## config.mk

```make
export PLATFORM = sky130hd
export DESIGN_NAME = ndn_selftest
export DESIGN_NICKNAME = d
export VERILOG_FILES = /design/src/rtl/ndn_pkg.sv /design/src/rtl/ndn_gate.sv /design/src/rtl/ndn_selftest.sv
export SDC_FILE = /design/constraint.sdc
export NUM_CORES = 1
export LEC_CHECK = 0
export BUFFER_PORTS_ARGS = -buffer_cell sky130_fd_sc_hd__buf_2
export CAP_MARGIN = 20
export CORE_UTILIZATION = 55
export CTS_CLUSTER_SIZE = 30
export DETAILED_ROUTE_END_ITERATION = 6
export GPL_TIMING_DRIVEN = 0
export PLACE_DENSITY = 0.82
export SETUP_SLACK_MARGIN = 0.02
export SKIP_LAST_GASP = 1
export SLEW_MARGIN = 0
export SYNTH_ARGS = -nofsm -noshare
export SYNTH_HDL_FRONTEND = slang
export SYNTH_SLANG_ARGS = --single-unit
export TNS_END_PERCENT = 30
```

## constraint.sdc

```tcl
create_clock -name clk -period 2.3 [get_ports clk]
set_input_delay 0.345 -clock clk [delete_from_list [all_inputs] [get_ports clk]]
set_output_delay 0.345 -clock clk [all_outputs]
set_load 0.1 [all_outputs]
```

## src/rtl/ndn_pkg.sv

```systemverilog
// Shared definitions for the N-input gate self-test: function codes, FSM states
// and the golden gate model used by both the engine and its checker.
package ndn_pkg;

  localparam int FN_NAND = 0;
  localparam int FN_NOR  = 1;
  localparam int FN_AND  = 2;
  localparam int FN_OR   = 3;

  localparam int VEC_MAX_W = 16;

  typedef enum logic [2:0] {
    ST_IDLE  = 3'd0,
    ST_APPLY = 3'd1,
    ST_CHECK = 3'd2,
    ST_DONE  = 3'd3,
    ST_FAIL  = 3'd4
  } state_e;

  // v is zero-extended to 16 bits; only the low n bits are gate inputs.
  function automatic logic expected_out(input int func, input logic [VEC_MAX_W-1:0] v,
                                        input int n);
    logic [VEC_MAX_W-1:0] mask;
    logic all_ones;
    logic any_one;
    mask     = 16'hFFFF >> (VEC_MAX_W - n);
    all_ones = ((v & mask) == mask);
    any_one  = |(v & mask);
    case (func)
      FN_NAND: expected_out = ~all_ones;
      FN_NOR:  expected_out = ~any_one;
      FN_AND:  expected_out = all_ones;
      default: expected_out = any_one;
    endcase
  endfunction

endpackage

```

## src/rtl/ndn_gate.sv

```systemverilog
// Parametrised N-input gate under test; output is registered once so the
// engine always compares a flopped value.
module ndn_gate
  import ndn_pkg::*;
#(
  parameter int N    = 3,
  parameter int FUNC = FN_NAND
) (
  input  logic         clk,
  input  logic         rst,
  input  logic [N-1:0] a,
  output logic         y
);

  logic [VEC_MAX_W-1:0] a_ext;

  assign a_ext = VEC_MAX_W'(a);

  always_ff @(posedge clk) begin
    if (rst) y <= 1'b0;
    else     y <= expected_out(FUNC, a_ext, N);
  end

endmodule

```

## src/rtl/ndn_selftest.sv

```systemverilog
// Exhaustive self-test engine: walks every input vector of one ndn_gate,
// holding each for SETTLE cycles, and latches the first mismatch.
//
//  state | meaning
//  IDLE  | waiting for start, no status
//  APPLY | vector driven, settle counter running
//  CHECK | one-cycle compare of registered gate output
//  DONE  | all vectors matched
//  FAIL  | mismatch captured in fail_vec / fail_y
module ndn_selftest
  import ndn_pkg::*;
#(
  parameter int N      = 3,
  parameter int FUNC   = FN_NAND,
  parameter int SETTLE = 1
) (
  input  logic         clk,
  input  logic         rst,
  input  logic         start,
  input  logic         abort,
  input  logic         inj_fault,
  output logic         busy,
  output logic         done,
  output logic         pass,
  output logic [N-1:0] vec,
  output logic [N-1:0] fail_vec,
  output logic         fail_y,
  output logic         exp_y
);

  localparam logic [N-1:0] VEC_MAX     = {N{1'b1}};
  localparam logic [N-1:0] VEC_ONE     = N'(1);
  localparam logic [3:0]   SETTLE_LAST = 4'(SETTLE - 1);

  state_e       state_q;
  logic [3:0]   cnt_q;
  logic [N-1:0] vec_q;
  logic [N-1:0] fail_vec_q;
  logic         fail_y_q;
  logic         busy_q;
  logic         done_q;
  logic         pass_q;
  logic         gate_y;
  logic         obs;

  ndn_gate #(.N(N), .FUNC(FUNC)) u_gate (
    .clk (clk),
    .rst (rst),
    .a   (vec_q),
    .y   (gate_y)
  );

  assign obs   = gate_y ^ inj_fault;
  assign exp_y = expected_out(FUNC, VEC_MAX_W'(vec_q), N);

  always_ff @(posedge clk) begin
    if (rst) begin
      state_q    <= ST_IDLE;
      cnt_q      <= 4'd0;
      vec_q      <= '0;
      fail_vec_q <= '0;
      fail_y_q   <= 1'b0;
      busy_q     <= 1'b0;
      done_q     <= 1'b0;
      pass_q     <= 1'b0;
    end else begin
      case (state_q)
        ST_IDLE, ST_DONE, ST_FAIL: begin
          if (start) begin
            state_q    <= ST_APPLY;
            cnt_q      <= 4'd0;
            vec_q      <= '0;
            fail_vec_q <= '0;
            fail_y_q   <= 1'b0;
            busy_q     <= 1'b1;
            done_q     <= 1'b0;
            pass_q     <= 1'b0;
          end
        end
        ST_APPLY: begin
          if (abort) begin
            state_q <= ST_IDLE;
            busy_q  <= 1'b0;
          end else begin
            cnt_q <= cnt_q + 4'd1;
            if (cnt_q == SETTLE_LAST) state_q <= ST_CHECK;
          end
        end
        ST_CHECK: begin
          // abort outranks the compare so a cancelled sweep never reports status
          if (abort) begin
            state_q <= ST_IDLE;
            busy_q  <= 1'b0;
          end else if (obs != exp_y) begin
            state_q    <= ST_FAIL;
            fail_vec_q <= vec_q;
            fail_y_q   <= obs;
            busy_q     <= 1'b0;
            done_q     <= 1'b1;
            pass_q     <= 1'b0;
          end else if (vec_q == VEC_MAX) begin
            state_q <= ST_DONE;
            busy_q  <= 1'b0;
            done_q  <= 1'b1;
            pass_q  <= 1'b1;
          end else begin
            state_q <= ST_APPLY;
            vec_q   <= vec_q + VEC_ONE;
            cnt_q   <= 4'd0;
          end
        end
        default: begin
          state_q <= ST_IDLE;
          busy_q  <= 1'b0;
        end
      endcase
    end
  end

  assign busy     = busy_q;
  assign done     = done_q;
  assign pass     = pass_q;
  assign vec      = vec_q;
  assign fail_vec = fail_vec_q;
  assign fail_y   = fail_y_q;

endmodule

```

Yosys cells after proc, flatten, opt, wreduce, memory -nomap -nowiden:

Cells that the tools add are included.

* $add $sub $neg: 2
* $mul: 0
* divide/modulo/power cells: 0
* magnitude comparators: 0
* eq/ne operators: 16
* shifts and indexed selects: 0
* muxes and demuxes: 38
* bitwise operators: 2
* reductions and logical operators: 11

Operator list (count)
* $mux W3: 11
* $mux W4: 5
* $ne A2 B2 Y1 const B: 7
* $mux W1: 13
* $pmux W3 S2: 2
* $pmux W4 S3: 1
* $pmux W3 S3: 1
* $reduce_and A4 Y1: 2
* $eq A3 B2 Y1 const B: 2
* $eq A3 B3 Y1 const B: 2
* $ne A3 B3 Y1 const B: 2
* $pmux W1 S2: 3
* $reduce_and A6 Y1: 1
* $reduce_and A5 Y1: 1
* $add A4 B1 Y4 const B: 1
* $logic_not A4 Y1: 1
* $ne A4 B4 Y1 const B: 1
* $add A3 B1 Y3 const B: 1
* $eq A3 B1 Y1 const B: 1
* $logic_not A3 Y1: 1
* $pmux W1 S3: 1
* $reduce_and A3 Y1: 1
* $reduce_bool A3 Y1: 1
* $reduce_or A3 Y1: 1
* 6 further kinds: 6

* register bits: 18
* latch bits: 0
* memory bits (writable): 0
* bits in read-only memories: 0
* output and inout bits: 11
* memories kept: 0

Longest topological paths before layout:

Gate-level depths: netlist (run 1).

* depth in word-level cells: 6
* gate-level depth with buffers: 8
* gate-level depth less buffers: 8

Cells and area by module:

From an unflattened synthesis (run 1), not the netlist that was laid out.

* cells, all modules: 125
* area, all modules: 1022.2 sq um

Modules (own cells, without submodules)
* ndn_selftest: instances 1, cells an instance 123, area each 996.0 sq um
* ndn_gate: instances 1, cells an instance 2, area each 26.3 sq um

Worst setup path before layout (run 1):

No wires, ideal clock.

* path kind: flip-flop to flip-flop
* start: register vec_q[0], in the netlist vec[0]
* end: register pass_q, in the netlist pass
* setup time: 117 ps
* data arrival time: 2867 ps
* setup slack: -684 ps
* cell stages (with the launch flop): 9
* buffers on the path: 0
* clock period less this slack: 2984 ps
* cells stage by stage: dfxtp_1 -> ha_1 -> ha_1 -> inv_1 -> ha_1 -> nor3_1 -> o21ai_1 -> and2_1 -> a32o_1

* word-level cells in the longest chain between the ends: 6

Ends and longest elaborated chain
* start: declaration: RTL line ndn_selftest.sv:37 `logic [N-1:0] vec_q;`
* start signal: assignment: RTL line ndn_selftest.sv:108 `vec_q <= vec_q + VEC_ONE;`
* $eq A3 B3 Y1 *: RTL line ndn_pkg.sv:27 `all_ones = ((v & mask) == mask);`
* $not A1 Y1 *: RTL line ndn_pkg.sv:30 `FN_NAND: expected_out = ~all_ones;`
* net exp_y: RTL line ndn_selftest.sv:28 `output logic exp_y`
* $ne A1 B1 Y1 *: RTL line ndn_selftest.sv:94 `end else if (obs != exp_y) begin`
* $mux W1: RTL line ndn_selftest.sv:94
* $mux W1: RTL line ndn_selftest.sv:91 `if (abort) begin`
* $pmux W1 S2: RTL line ndn_selftest.sv:67 `case (state_q)`
* end signal: assignment: RTL line ndn_selftest.sv:65 `pass_q <= 1'b0;`
* end signal: assignment: RTL line ndn_selftest.sv:77 `pass_q <= 1'b0;`
* end signal: assignment: RTL line ndn_selftest.sv:100 `pass_q <= 1'b0;`
* end: declaration: RTL line ndn_selftest.sv:42 `logic pass_q;`

The timed path passes the listed nets; every way through them passes the cells marked *. The select of a mux whose other input is x is not followed.
A chain may end at the register's enable or synchronous reset.

Final worst setup path (run 1):

* start: register u_gate.y
* end: register cnt_q[1]

* word-level cells in the longest chain between the ends: 4

Ends and longest elaborated chain
* start: declaration: RTL line ndn_gate.sv:12 `output logic y`
* start signal: assignment: RTL line ndn_gate.sv:21 `else y <= expected_out(FUNC, a_ext, N);`
* $xor A1 B1 Y1: RTL line ndn_selftest.sv:53 `assign obs = gate_y ^ inj_fault;`
* $ne A1 B1 Y1: RTL line ndn_selftest.sv:94
* $ne A2 B2 Y1 (no source line)
* $reduce_and A6 Y1 (no source line)
* end signal: assignment: RTL line ndn_selftest.sv:85 `cnt_q <= cnt_q + 4'd1;`
* end: declaration: RTL line ndn_selftest.sv:36 `logic [3:0] cnt_q;`

Every way passes these cells.

==> results by group, run 1 <==
Logic synthesis
  • Most frequent cells after synthesis: dfxtp_1, nor2_1, nand2_1
  • Synth Register Bits: 18
  • Count of flip-flops with a built-in enable after synthesis: 0
  • Post-Syn Area per Cell: 8.59 um2
  • YS warnings: 0
  • Synth area leaders: dfxtp_1, ha_1, nor2_1
  • Yosys top cell by area: dfxtp_1
  • Post-Syn Nets: 135
  • Post-Syn Area: 1060 um2
  • Top_reg_cell synth: dfxtp_1
  • Synthesized instance count: 124
  • Fraction of registers with async set/reset: 0%
  • Post-synth top area share: 33.8%
  • Top-count cell post-synth: dfxtp_1
  • Sequential cell area fraction in the yosys report: 33.8%
  • Distinct cells, synth: 43

Critical path
  • Internal reg-to-reg setup slack: 0.16 ns
  • WP data required: 2.50 ns
  • Worst Reg-to-Reg Cells: 7
  • CP Cell Sequence: xor2_1 -> inv_1 -> ha_1 -> nor2_1 -> nand2_1 -> o211ai_2 -> mux2_1
  • Worst Setup End Kind: flop
  • Worst R2R Start: u_gate.y$_SDFF_PP0_
  • Buffers and inverters on the worst path: 1
  • Critical path startpoint category: flop
  • Delay of the slowest critical-path stage: 0.39 ns
  • Crit path max-delay cell type: ha_1
  • CP arrival: 2.34 ns
  • Top cell family by delay on the critical path: simple AND/OR/NAND/NOR gates
  • Reg-to-Reg End: cnt_q[1]$_SDFFE_PP0P_
  • Worst Setup SP: u_gate.y$_SDFF_PP0_
  • Critical Path End: cnt_q[1]$_SDFFE_PP0P_
  • Max FO, Critical Path: 8
  • Critical path depth: 7
  • Kind of critical path: reg2reg

STA
  • Fin crit period: 2.14 ns
  • Count of pins over their slew limit: 0
  • Final setup viols: 0
  • Setup TNS: 0 ns
  • Fmax: 468 MHz
  • Worst-Margin Slew: 0.491 ns
  • Final hold violations: 0
  • Worst Skew: 0.00432 ns
  • Period utilisation layout: 93.0%
  • RSZ-0062 raised after global routing: false
  • WHS: 0.216 ns
  • Max-slew headroom: 67.5%

Final layout
  • Nets: 153
  • Final Instance Count excl. Fillers: 166
  • Antenna Diode Count: 0
  • Area grow syn2layout: 17.9%
  • Fraction of layout cells with a size suffix above 1: 30.5%
  • Fin util: 71.1%

Floorplanning
  • Die Width: 46 um
  • Top Ports: 16
  • Initial core utilization: 60.4%
  • Area of the core: 1760 um2
  • Die area: 2120 um2
  • Num rows: 15
  • Die height: 46 um

Global route
  • Grt met2 use: 45.6%
  • Largest net degree at the start of global routing: 11
  • M3 GR Usage: 4.76%
  • Busiest layer in global routing: met2
  • Global route overflow: 0
  • Initial antenna violation count: 0
  • Total track usage: 25.1%
  • Vias in the first global route: 886
  • Met1 global-route usage: 29.4%
  • Global-route wire length before repair: 3.80 mm

Routing
  • Initial DRC count: 18
  • Pre-antenna DRT Iters: 4
  • Drt total wl: 2.37 mm
  • Routed wire per std cell: 14.3 um
  • Via/cell ratio: 5.78
  • # DRC: 0
  • Vias: 959
  • DRT antenna net count: 0

CTS
  • Clock Tree Root: clkbuf_4
  • Cts repair resizes: 0
  • # clock sinks: 18
  • TritonCTS clock tree: done
  • Clock buffer depth: 2
  • CTS clk-pin slew, worst paths: 0.11 ns
  • Hold_buf cts: 0
  • CTS Buf Count: 3
  • Clk Latency, worst-skew pair: 0.30 ns
  • CTS H-tree depth: 1
  • # Post-CTS Setup Buffers: 0

Placed design
  • DP Cell Count: 162
  • Post-DP HPWL: 1.78 mm
  • RD Place Congestion: 0.817
  • Number of port buffers: 13

Hold path
  • Hold path startpoint: rst
  • WHS Path Cells: 2
  • Hold Crit Class: in2reg

Power and ir drop
  • Peak supply drop: 0.434 mV
  • PwrDens: 519 nW/um2
  • Leak: 0.488 nW
  • Pwr Total: 0.000652 W

Run status
  • Outcome: finished, final reports clean

Job
  • Max-cap violations: 0
==> cells in the final DEF, fill, tap and decap left out, drive strengths merged <==
| cell | n |
|---|---|
| a32oi | 1 |
| a21o | 1 |
| a31oi | 2 |
| xor2 | 1 |
| clkbuf | 4 |
| o211ai | 1 |
| nand4 | 2 |
| inv | 4 |
| clkinv | 1 |
| nand2b | 1 |
| a211oi | 3 |
| a221oi | 3 |
| nand2 | 10 |
| a32o | 1 |
| o21ai | 10 |
| nand3 | 6 |
| nor3 | 5 |
| nor2 | 16 |
| and2b | 3 |
| a21oi | 9 |
| mux2 | 2 |
| dfxtp | 18 |
| o31ai | 1 |
| and2 | 4 |
| nor4b | 3 |
| nor3b | 1 |
| clkinvlp | 1 |
| ha | 6 |
| buf | 18 |
| or3b | 1 |
| nor4bb | 1 |
| o2bb2ai | 1 |
==> state kept, by name (all words and copies together) (netlist names) <==
signal,cells
busy,1
cnt_q,4
done,1
fail_vec,3
fail_y,1
pass,1
state_q,3
u_gate.y,1
vec,3
==> metal layers <==
layer	up-vias	wire length [um]
li1	483	-
met4	0	31
met3	4	64
met1	456	1080
met2	16	1190
met5	-	0
==> worst min path at each step <==
| stage | end |
|---|---|
| 6_report | done$_SDFFE_PP0P_ |
| 3_3_place_gp | fail_vec[0]$_SDFFE_PP0P_ |
| 5_1_grt | done$_SDFFE_PP0P_ |
| 3_5_place_dp | fail_vec[2]$_SDFFE_PP0P_ |
| 2_1_floorplan | done$_SDFFE_PP0P_ |
| 4_1_cts | done$_SDFFE_PP0P_ |
==> stage by stage <==
step | cell area (um2) | setup WS (ns)
2_1_floorplan | 1120 | -0.0373
3_3_place_gp | 1220 | 0.0939
3_5_place_dp | 1220 | 0.0609
6_report | 1250 | 0.162
5_1_grt | 1250 | 0.0865
4_1_cts | 1250 | 0.178
==> layout make-up <==
type                    count  area, um2
multi-input cells          95        674
fillers                   166        509
flip-flops and latches     18        372
repair buffers             13       65.1
plain buffers               5       50.0
clock buffers               4       36.3
well taps                  25       31.3
inverters                   6       26.3
==> kinds of logic after synthesis <==
family | after synthesis | synth area share [%]
mux | 2 | 2.12
compound gates | 33 | 21.6
xor+xnor | 1 | 0.823
simple gates | 53 | 27.7
fa+ha+maj | 6 | 7.05
flops | 18 | 33.8
buf+inv | 11 | 6.81
==> power breakdown <==
| group | switching [W] | internal [W] |
|---|---|---|
| clock | 0.000111 | 0.0000966 |
| combinational | 0.0000840 | 0.0000395 |
| sequential | 0.00000571 | 0.000315 |
| total | 0.000200 | 0.000451 |
(Power assumes the default switching activity.)
==> inputs of run 2 (changes only) <==
--- a/config.mk
+++ b/config.mk
@@ -12,7 +12,7 @@
 export DETAILED_ROUTE_END_ITERATION = 6
 export GPL_TIMING_DRIVEN = 0
 export PLACE_DENSITY = 0.82
-export SETUP_SLACK_MARGIN = 0.02
+export SETUP_SLACK_MARGIN = 0.2
 export SKIP_LAST_GASP = 1
 export SLEW_MARGIN = 0
 export SYNTH_ARGS = -nofsm -noshare
==> run 2 against run 1 <==
Compared with the run above: final area is 1.2% higher; clock power about the same; critical endpoint unchanged; critical path depth unchanged; clock skew grew 0.0020 ns; combinational power increased by 3%; setup slack improved by 0.13 ns.
==> results by group, run 2 (same netlist as run 1, synthesis figures left out) <==
Run status
  • Outcome: finished, final reports clean

Final layout
  • Antenna Diode Count: 0 (unchanged)
  • Nets: 153 (unchanged)
  • Fraction of layout cells with a size suffix above 1: 31.9% (+1.4 points)
  • Commonest non-fill, non-tap cells in the layout: dfxtp_1, nor2_1, buf_2, nand2_1, a21oi_1
  • Fin util: 72.0% (+0.85 points)
  • Top reg by flops: cnt_q
  • Area grow syn2layout: 19.3%
  • Layout filler cell count: 162 (-2.4%)
  • Max reg flops: 4 (unchanged)
  • Commonest non-fill, non-tap cell in the layout: dfxtp_1

Power and ir drop
  • Reg power frac: 49.1% (about the same)
  • Sw Ratio: 30.8% (+0.10 points)
  • Peak supply drop: 0.436 mV (+0.53%)
  • Combinational share of power: 19.4% (+0.5 points)
  • PwrDens: 515 nW/um2 (-0.75%)
  • Leak: 0.491 nW (+0.58%)
  • Clock power frac: 31.5% (-0.3 points)
  • Reported net switching power: 0.000202 W (+0.77%)
  • Internal Pwr Total: 0.000453 W (+0.29%)
  • Pwr Total: 0.000655 W (+0.44%)

Routing
  • Pre-antenna DRT Iters: 4 (unchanged)
  • Vias: 970 (+1.1%)
  • Drt total wl: 2.46 mm (+3.9%)
  • Routed wire per std cell: 14.8 um (+3.9%)
  • DRT antenna net count: 0 (unchanged)
  • # DRC: 0 (unchanged)
  • Initial DRC count: 11 (-7)
  • Via/cell ratio: 5.84 (+1.1%)

Critical path
  • Reg-to-Reg End: cnt_q[1]$_SDFFE_PP0P_
  • WP data required: 2.50 ns (about the same)
  • Internal reg-to-reg setup slack: 0.29 ns (+0.13 ns)
  • CP Cell Sequence: ha_4 -> ha_4 -> ha_1 -> nor2_4 -> nand2_1 -> o211ai_2 -> mux2_1
  • Max FO, Critical Path: 8 (unchanged)
  • Worst R2R Start: vec[0]$_SDFFE_PP0P_
  • Crit path max-delay cell type: ha_1
  • Critical path startpoint category: flop
  • CP arrival: 2.21 ns (-0.13 ns)
  • Kind of critical path: reg2reg
  • Crit path top cell by count: ha_4
  • Delay of the slowest critical-path stage: 0.42 ns (+0.03 ns)
  • Worst Reg-to-Reg Cells: 7 (unchanged)
  • Worst Setup End Kind: flop

Global route
  • Initial antenna violation count: 0 (unchanged)
  • Total track usage: 26.3% (+1.2 points)
  • Largest net degree at the start of global routing: 11 (unchanged)
  • Vias in the first global route: 902 (+1.8%)
  • Global route overflow: 0 (unchanged)
  • Global-route wire length before repair: 3.96 mm (+4.2%)

Floorplanning
  • Die area: 2120 um2 (unchanged)
  • Num rows: 15 (unchanged)
  • Initial core utilization: 60.4% (unchanged)
  • Die Width: 46 um (unchanged)
  • Top Ports: 16 (unchanged)
  • Area of the core: 1760 um2 (unchanged)
  • Die height: 46 um (unchanged)

CTS
  • Hold_buf cts: 0 (unchanged)
  • Clock buffer depth: 2 (unchanged)
  • Clock Tree Root: clkbuf_4
  • Clk Latency, worst-skew pair: 0.30 ns (about the same)
  • CTS Buf Count: 3 (unchanged)
  • # clock sinks: 18 (unchanged)
  • TritonCTS clock tree: done
  • # Post-CTS Setup Buffers: 0 (unchanged)
  • CTS clk-pin slew, worst paths: 0.11 ns (about the same)
  • CTS H-tree depth: 1 (unchanged)

STA
  • Setup slack after layout: 0.291 ns (+0.130 ns)
  • RSZ-0062 raised after global routing: false
  • Count of pins over their slew limit: 0 (unchanged)
  • Fin crit period: 2.01 ns (-0.130 ns)
  • Final hold violations: 0 (unchanged)
  • Period utilisation layout: 87.3% (-5.6 points)
  • Setup TNS: 0 ns (unchanged)
  • Max-slew headroom: 67.4% (-0.12 points)
  • Worst Skew: 0.00631 ns (+0.00199 ns)
  • Fmax: 498 MHz (+6.5%)
  • Final setup viols: 0 (unchanged)
  • Worst-Margin Slew: 0.493 ns (+0.00184 ns)

Hold path
  • Hold Crit Class: in2reg
  • Hold Path End: done$_SDFFE_PP0P_
  • Hold path startpoint: rst
  • WHS Path Cells: 2 (unchanged)

Placed design
  • Pre-CTS setup slack: 0.0609 ns (unchanged)
  • Number of port buffers: 13 (unchanged)
  • Post-DP HPWL: 1.78 mm (unchanged)
  • RD Place Congestion: 0.817 (unchanged)

Job
  • Max-cap violations: 0 (unchanged)
run 2: power groups by stage:
| stage | Clock [W] | Combinational (W) | Sequential [W] |
|---|---|---|---|
| global placement | 0 | 0.000120 | 0.000328 |
| finish | 0.000206 | 0.000127 | 0.000322 |
| floorplan | 0 | 0.0000760 | 0.000351 |
| CTS | 0.000209 | 0.000124 | 0.000321 |
| global route | 0.000226 | 0.000136 | 0.000323 |
| detailed placement | 0 | 0.000122 | 0.000328 |
run 2: cell type report:
class	instances	area, um2	share of cell area (%)
multi-input cells	95	689	54.3
flip-flops and latches	18	372	29.3
repair buffers	13	65.1	5.12
plain buffers	5	50.0	3.94
clock buffers	4	36.3	2.86
well taps	25	31.3	2.46
inverters	6	26.3	2.07
run 2: timing repair:
item,CTS,global route
setup endpoints to repair,1,4
resized for setup,1,2
endpoints found under the hold margin,0,0
cloned,0,0
run 2: how the worst max path moves through the flow:
| stage | start | endpoint | slack (ns) | cells past startpoint |
|---|---|---|---|---|
| finish | vec[0]$_SDFFE_PP0P_ | cnt_q[1]$_SDFFE_PP0P_ | 0.29 | 7 |
| global route | vec[0]$_SDFFE_PP0P_ | cnt_q[1]$_SDFFE_PP0P_ | 0.24 | 7 |
| CTS | vec[0]$_SDFFE_PP0P_ | cnt_q[1]$_SDFFE_PP0P_ | 0.20 | 7 |
| detailed placement | inj_fault | cnt_q[1]$_SDFFE_PP0P_ | 0.06 | 8 |
| global placement | inj_fault | cnt_q[1]$_SDFFE_PP0P_ | 0.09 | 8 |
| floorplan | vec[0]$_SDFFE_PP0P_ | pass$_SDFFE_PP0P_ | -0.04 | 8 |
run 2: routing by layer:
metal	GRT usage [%]	vias to the layer above	wire length (um)	part of all wire, %
met5	0	-	0	0
met4	7.06	0	34	1.4
met3	4.76	4	55	2.2
met2	48.7	16	1300	53
met1	30.2	468	1070	44
li1	-	482	-	-
run 2: per-stage QoR:
step	std cells	hold slack (ns)	area (um2)
after floorplan	124	0.429	1120
after global placement	162	0.436	1220
after detailed placement	162	0.445	1220
after CTS	166	0.214	1260
after global routing	166	0.203	1270
final	166	0.214	1270
run 2: critical path, delay by kind of cell, from the launching register on:
kind / cells / cell delay [ns]
adder cells (fa/ha/maj): 3 / 0.78
flip-flops: 1 / 0.39
multiplexers: 1 / 0.34
AND/OR/NAND/NOR: 2 / 0.27
AO/OA/AOI/OAI: 1 / 0.14
==> inputs of run 3 (changes only) <==
--- a/config.mk
+++ b/config.mk
@@ -7,11 +7,12 @@
 export LEC_CHECK = 0
 export BUFFER_PORTS_ARGS = -buffer_cell sky130_fd_sc_hd__buf_2
 export CAP_MARGIN = 20
-export CORE_UTILIZATION = 55
+export CORE_UTILIZATION = 58
+export CTS_BUF_LIST = sky130_fd_sc_hd__clkbuf_2
 export CTS_CLUSTER_SIZE = 30
 export DETAILED_ROUTE_END_ITERATION = 6
 export GPL_TIMING_DRIVEN = 0
-export PLACE_DENSITY = 0.82
+export PLACE_DENSITY = 0.86
 export SETUP_SLACK_MARGIN = 0.2
 export SKIP_LAST_GASP = 1
 export SLEW_MARGIN = 0
==> run 3 against run 2 <==
Compared with the run above: setup slack worse by 0.023 ns; critical path depth stayed put; die area fell by 5.0%; flip-flop and latch count unchanged; critical endpoint unchanged.
==> results by group, run 3 (same netlist as run 1, synthesis figures left out) <==
Floorplanning
  • Area of the core: 1730 um2 (-2.1%)
  • Die area: 2010 um2 (-5.0%)
  • Top Ports: 16 (unchanged)
  • Die height: 44.8 um (-2.5%)
  • Initial core utilization: 61.7% (+1.3 points)
  • Die Width: 44.8 um (-2.5%)
  • Num rows: 15 (unchanged)

Placed design
  • Post-DP HPWL: 1.75 mm (-1.6%)
  • DP Cell Count: 162 (unchanged)
  • Number of port buffers: 13 (unchanged)
  • Pre-CTS setup slack: 0.0498 ns (-0.0111 ns)
  • RD Place Congestion: 0.819 (+0.22%)

CTS
  • TritonCTS clock tree: done
  • Clock Tree Root: clkbuf_2
  • Clock buffer depth: 2 (unchanged)
  • Clk Latency, worst-skew pair: 0.33 ns (+0.03 ns)
  • CTS Buf Count: 3 (unchanged)
  • Hold_buf cts: 0 (unchanged)
  • CTS H-tree depth: 1 (unchanged)
  • # clock sinks: 18 (unchanged)
  • CTS clk-pin slew, worst paths: 0.18 ns (+0.07 ns)

STA
  • Max-slew headroom: 67.4% (about the same)
  • Period utilisation layout: 88.3% (+1.0 points)
  • Worst-Margin Slew: 0.492 ns (-0.000620 ns)
  • Setup slack after layout: 0.268 ns (-0.0232 ns)
  • Final hold violations: 0 (unchanged)
  • Count of pins over their slew limit: 0 (unchanged)
  • Setup TNS: 0 ns (unchanged)
  • Final setup viols: 0 (unchanged)
  • WHS: 0.190 ns (-0.0240 ns)
  • Fmax: 492 MHz (-1.1%)
  • Fin crit period: 2.03 ns (+0.0232 ns)
  • RSZ-0062 raised after global routing: false
  • Worst Skew: 0.00655 ns (+0.000237 ns)

Final layout
  • Top reg by flops: cnt_q
  • Commonest non-fill, non-tap cells in the layout: dfxtp_1, nor2_1, buf_2, nand2_1, a21oi_1
  • Fraction of layout cells with a size suffix above 1: 31.9% (unchanged)
  • Layout filler cell count: 137 (-15%)
  • Max reg flops: 4 (unchanged)
  • Seq. cell area: 372 um2 (unchanged)
  • Final Instance Count excl. Fillers: 166 (unchanged)
  • Area grow syn2layout: 17.3%
  • Nets: 153 (unchanged)
  • Multi-input logic area: 684 um2 (-0.73%)
  • Commonest non-fill, non-tap cell in the layout: dfxtp_1
  • Antenna Diode Count: 0 (unchanged)

Global route
  • Global-route wire length before repair: 4.05 mm (+2.3%)
  • Largest net degree at the start of global routing: 11 (unchanged)
  • Vias in the first global route: 911 (+1.0%)
  • Total track usage: 27.7% (+1.5 points)
  • Global route overflow: 0 (unchanged)
  • Initial antenna violation count: 0 (unchanged)

Power and ir drop
  • Leak: 0.485 nW (-1.2%)
  • PwrDens: 483 nW/um2 (-6.3%)
  • Peak supply drop: 0.381 mV (-13%)

Job
  • Max-cap violations: 0 (unchanged)

Critical path
  • Max FO, Critical Path: 8 (unchanged)
  • Kind of critical path: reg2reg
  • Worst Reg-to-Reg Cells: 7 (unchanged)
  • Critical path startpoint category: flop
  • Worst R2R Start: vec[0]$_SDFFE_PP0P_
  • Internal reg-to-reg setup slack: 0.27 ns (-0.02 ns)
  • Worst Setup End Kind: flop
  • Reg-to-Reg End: cnt_q[1]$_SDFFE_PP0P_
  • WP data required: 2.55 ns (+0.05 ns)
  • CP arrival: 2.28 ns (+0.07 ns)

Hold path
  • Hold Crit Class: in2reg
  • Hold Path End: done$_SDFFE_PP0P_
  • WHS Path Cells: 2 (unchanged)
  • Hold path startpoint: rst

Routing
  • Drt total wl: 2.36 mm (-3.9%)
  • Pre-antenna DRT Iters: 4 (unchanged)
  • # DRC: 0 (unchanged)
  • Vias: 985 (+1.5%)
  • DRT antenna net count: 0 (unchanged)
  • Via/cell ratio: 5.93 (+1.5%)
  • Initial DRC count: 27 (+16)
  • Routed wire per std cell: 14.2 um (-3.9%)

Run status
  • Outcome: finished, final reports clean
run 3: how the worst max path moves through the flow:
stage / endpoint / cells after the start / start / slack [ns]
5_1_grt: cnt_q[1]$_SDFFE_PP0P_ / 7 / vec[0]$_SDFFE_PP0P_ / 0.22
3_3_place_gp: cnt_q[1]$_SDFFE_PP0P_ / 8 / inj_fault / 0.11
3_5_place_dp: cnt_q[1]$_SDFFE_PP0P_ / 8 / inj_fault / 0.05
6_report: cnt_q[1]$_SDFFE_PP0P_ / 7 / vec[0]$_SDFFE_PP0P_ / 0.27
2_1_floorplan: pass$_SDFFE_PP0P_ / 8 / vec[0]$_SDFFE_PP0P_ / -0.04
4_1_cts: cnt_q[1]$_SDFFE_PP0P_ / 7 / vec[0]$_SDFFE_PP0P_ / 0.20
run 3: through the flow:
step                      total power, W  area [um2]  util, %
after floorplan                 0.000427        1120        -
after global placement          0.000448        1220     70.6
after detailed placement        0.000452        1220     70.6
after CTS                       0.000600        1250     72.2
after global routing            0.000631        1250     72.3
final                           0.000603        1250     72.3
run 3: critical path, cell delays in order (launching register included):
cell and delay (ns):
dfxtp_4 0.40, ha_4 0.16, ha_4 0.18, ha_1 0.40, nor2_2 0.20, nand2_1 0.11, o211ai_2 0.14, mux2_1 0.34
run 3: cell type report:
type                            count  share of cell area [%]
Buffer                              5                    4.01
Clock buffer                        4                    1.60
Inverter                            6                    2.10
Multi-Input combinational cell     95                    54.8
Sequential cell                    18                    29.8
Tap cell                           25                    2.51
Timing Repair Buffer               13                    5.21
run 3: what timing repair did:
action | 4_1_cts | 5_1_grt
resized for setup | 1 | 1
buffers inserted | 0 | 0
setup endpoints to repair | 1 | 4
run 3: layer usage:
metal,GRT usage [%],routed length [um],vias to the layer above
li1,-,-,484
met2,45.3,1150,28
met5,0,0,-
met1,34.3,1040,464
met3,6.00,103,9
met4,14.5,70,0
run 3: where the power goes:
part / internal, W / total [W] / leakage [nW] / switching, W
Sequential: 0.000316 / 0.000322 / 0.149 / 0.00000615
Clock: 0.0000460 / 0.000155 / 0.0166 / 0.000109
Combinational: 0.0000405 / 0.000126 / 0.320 / 0.0000858
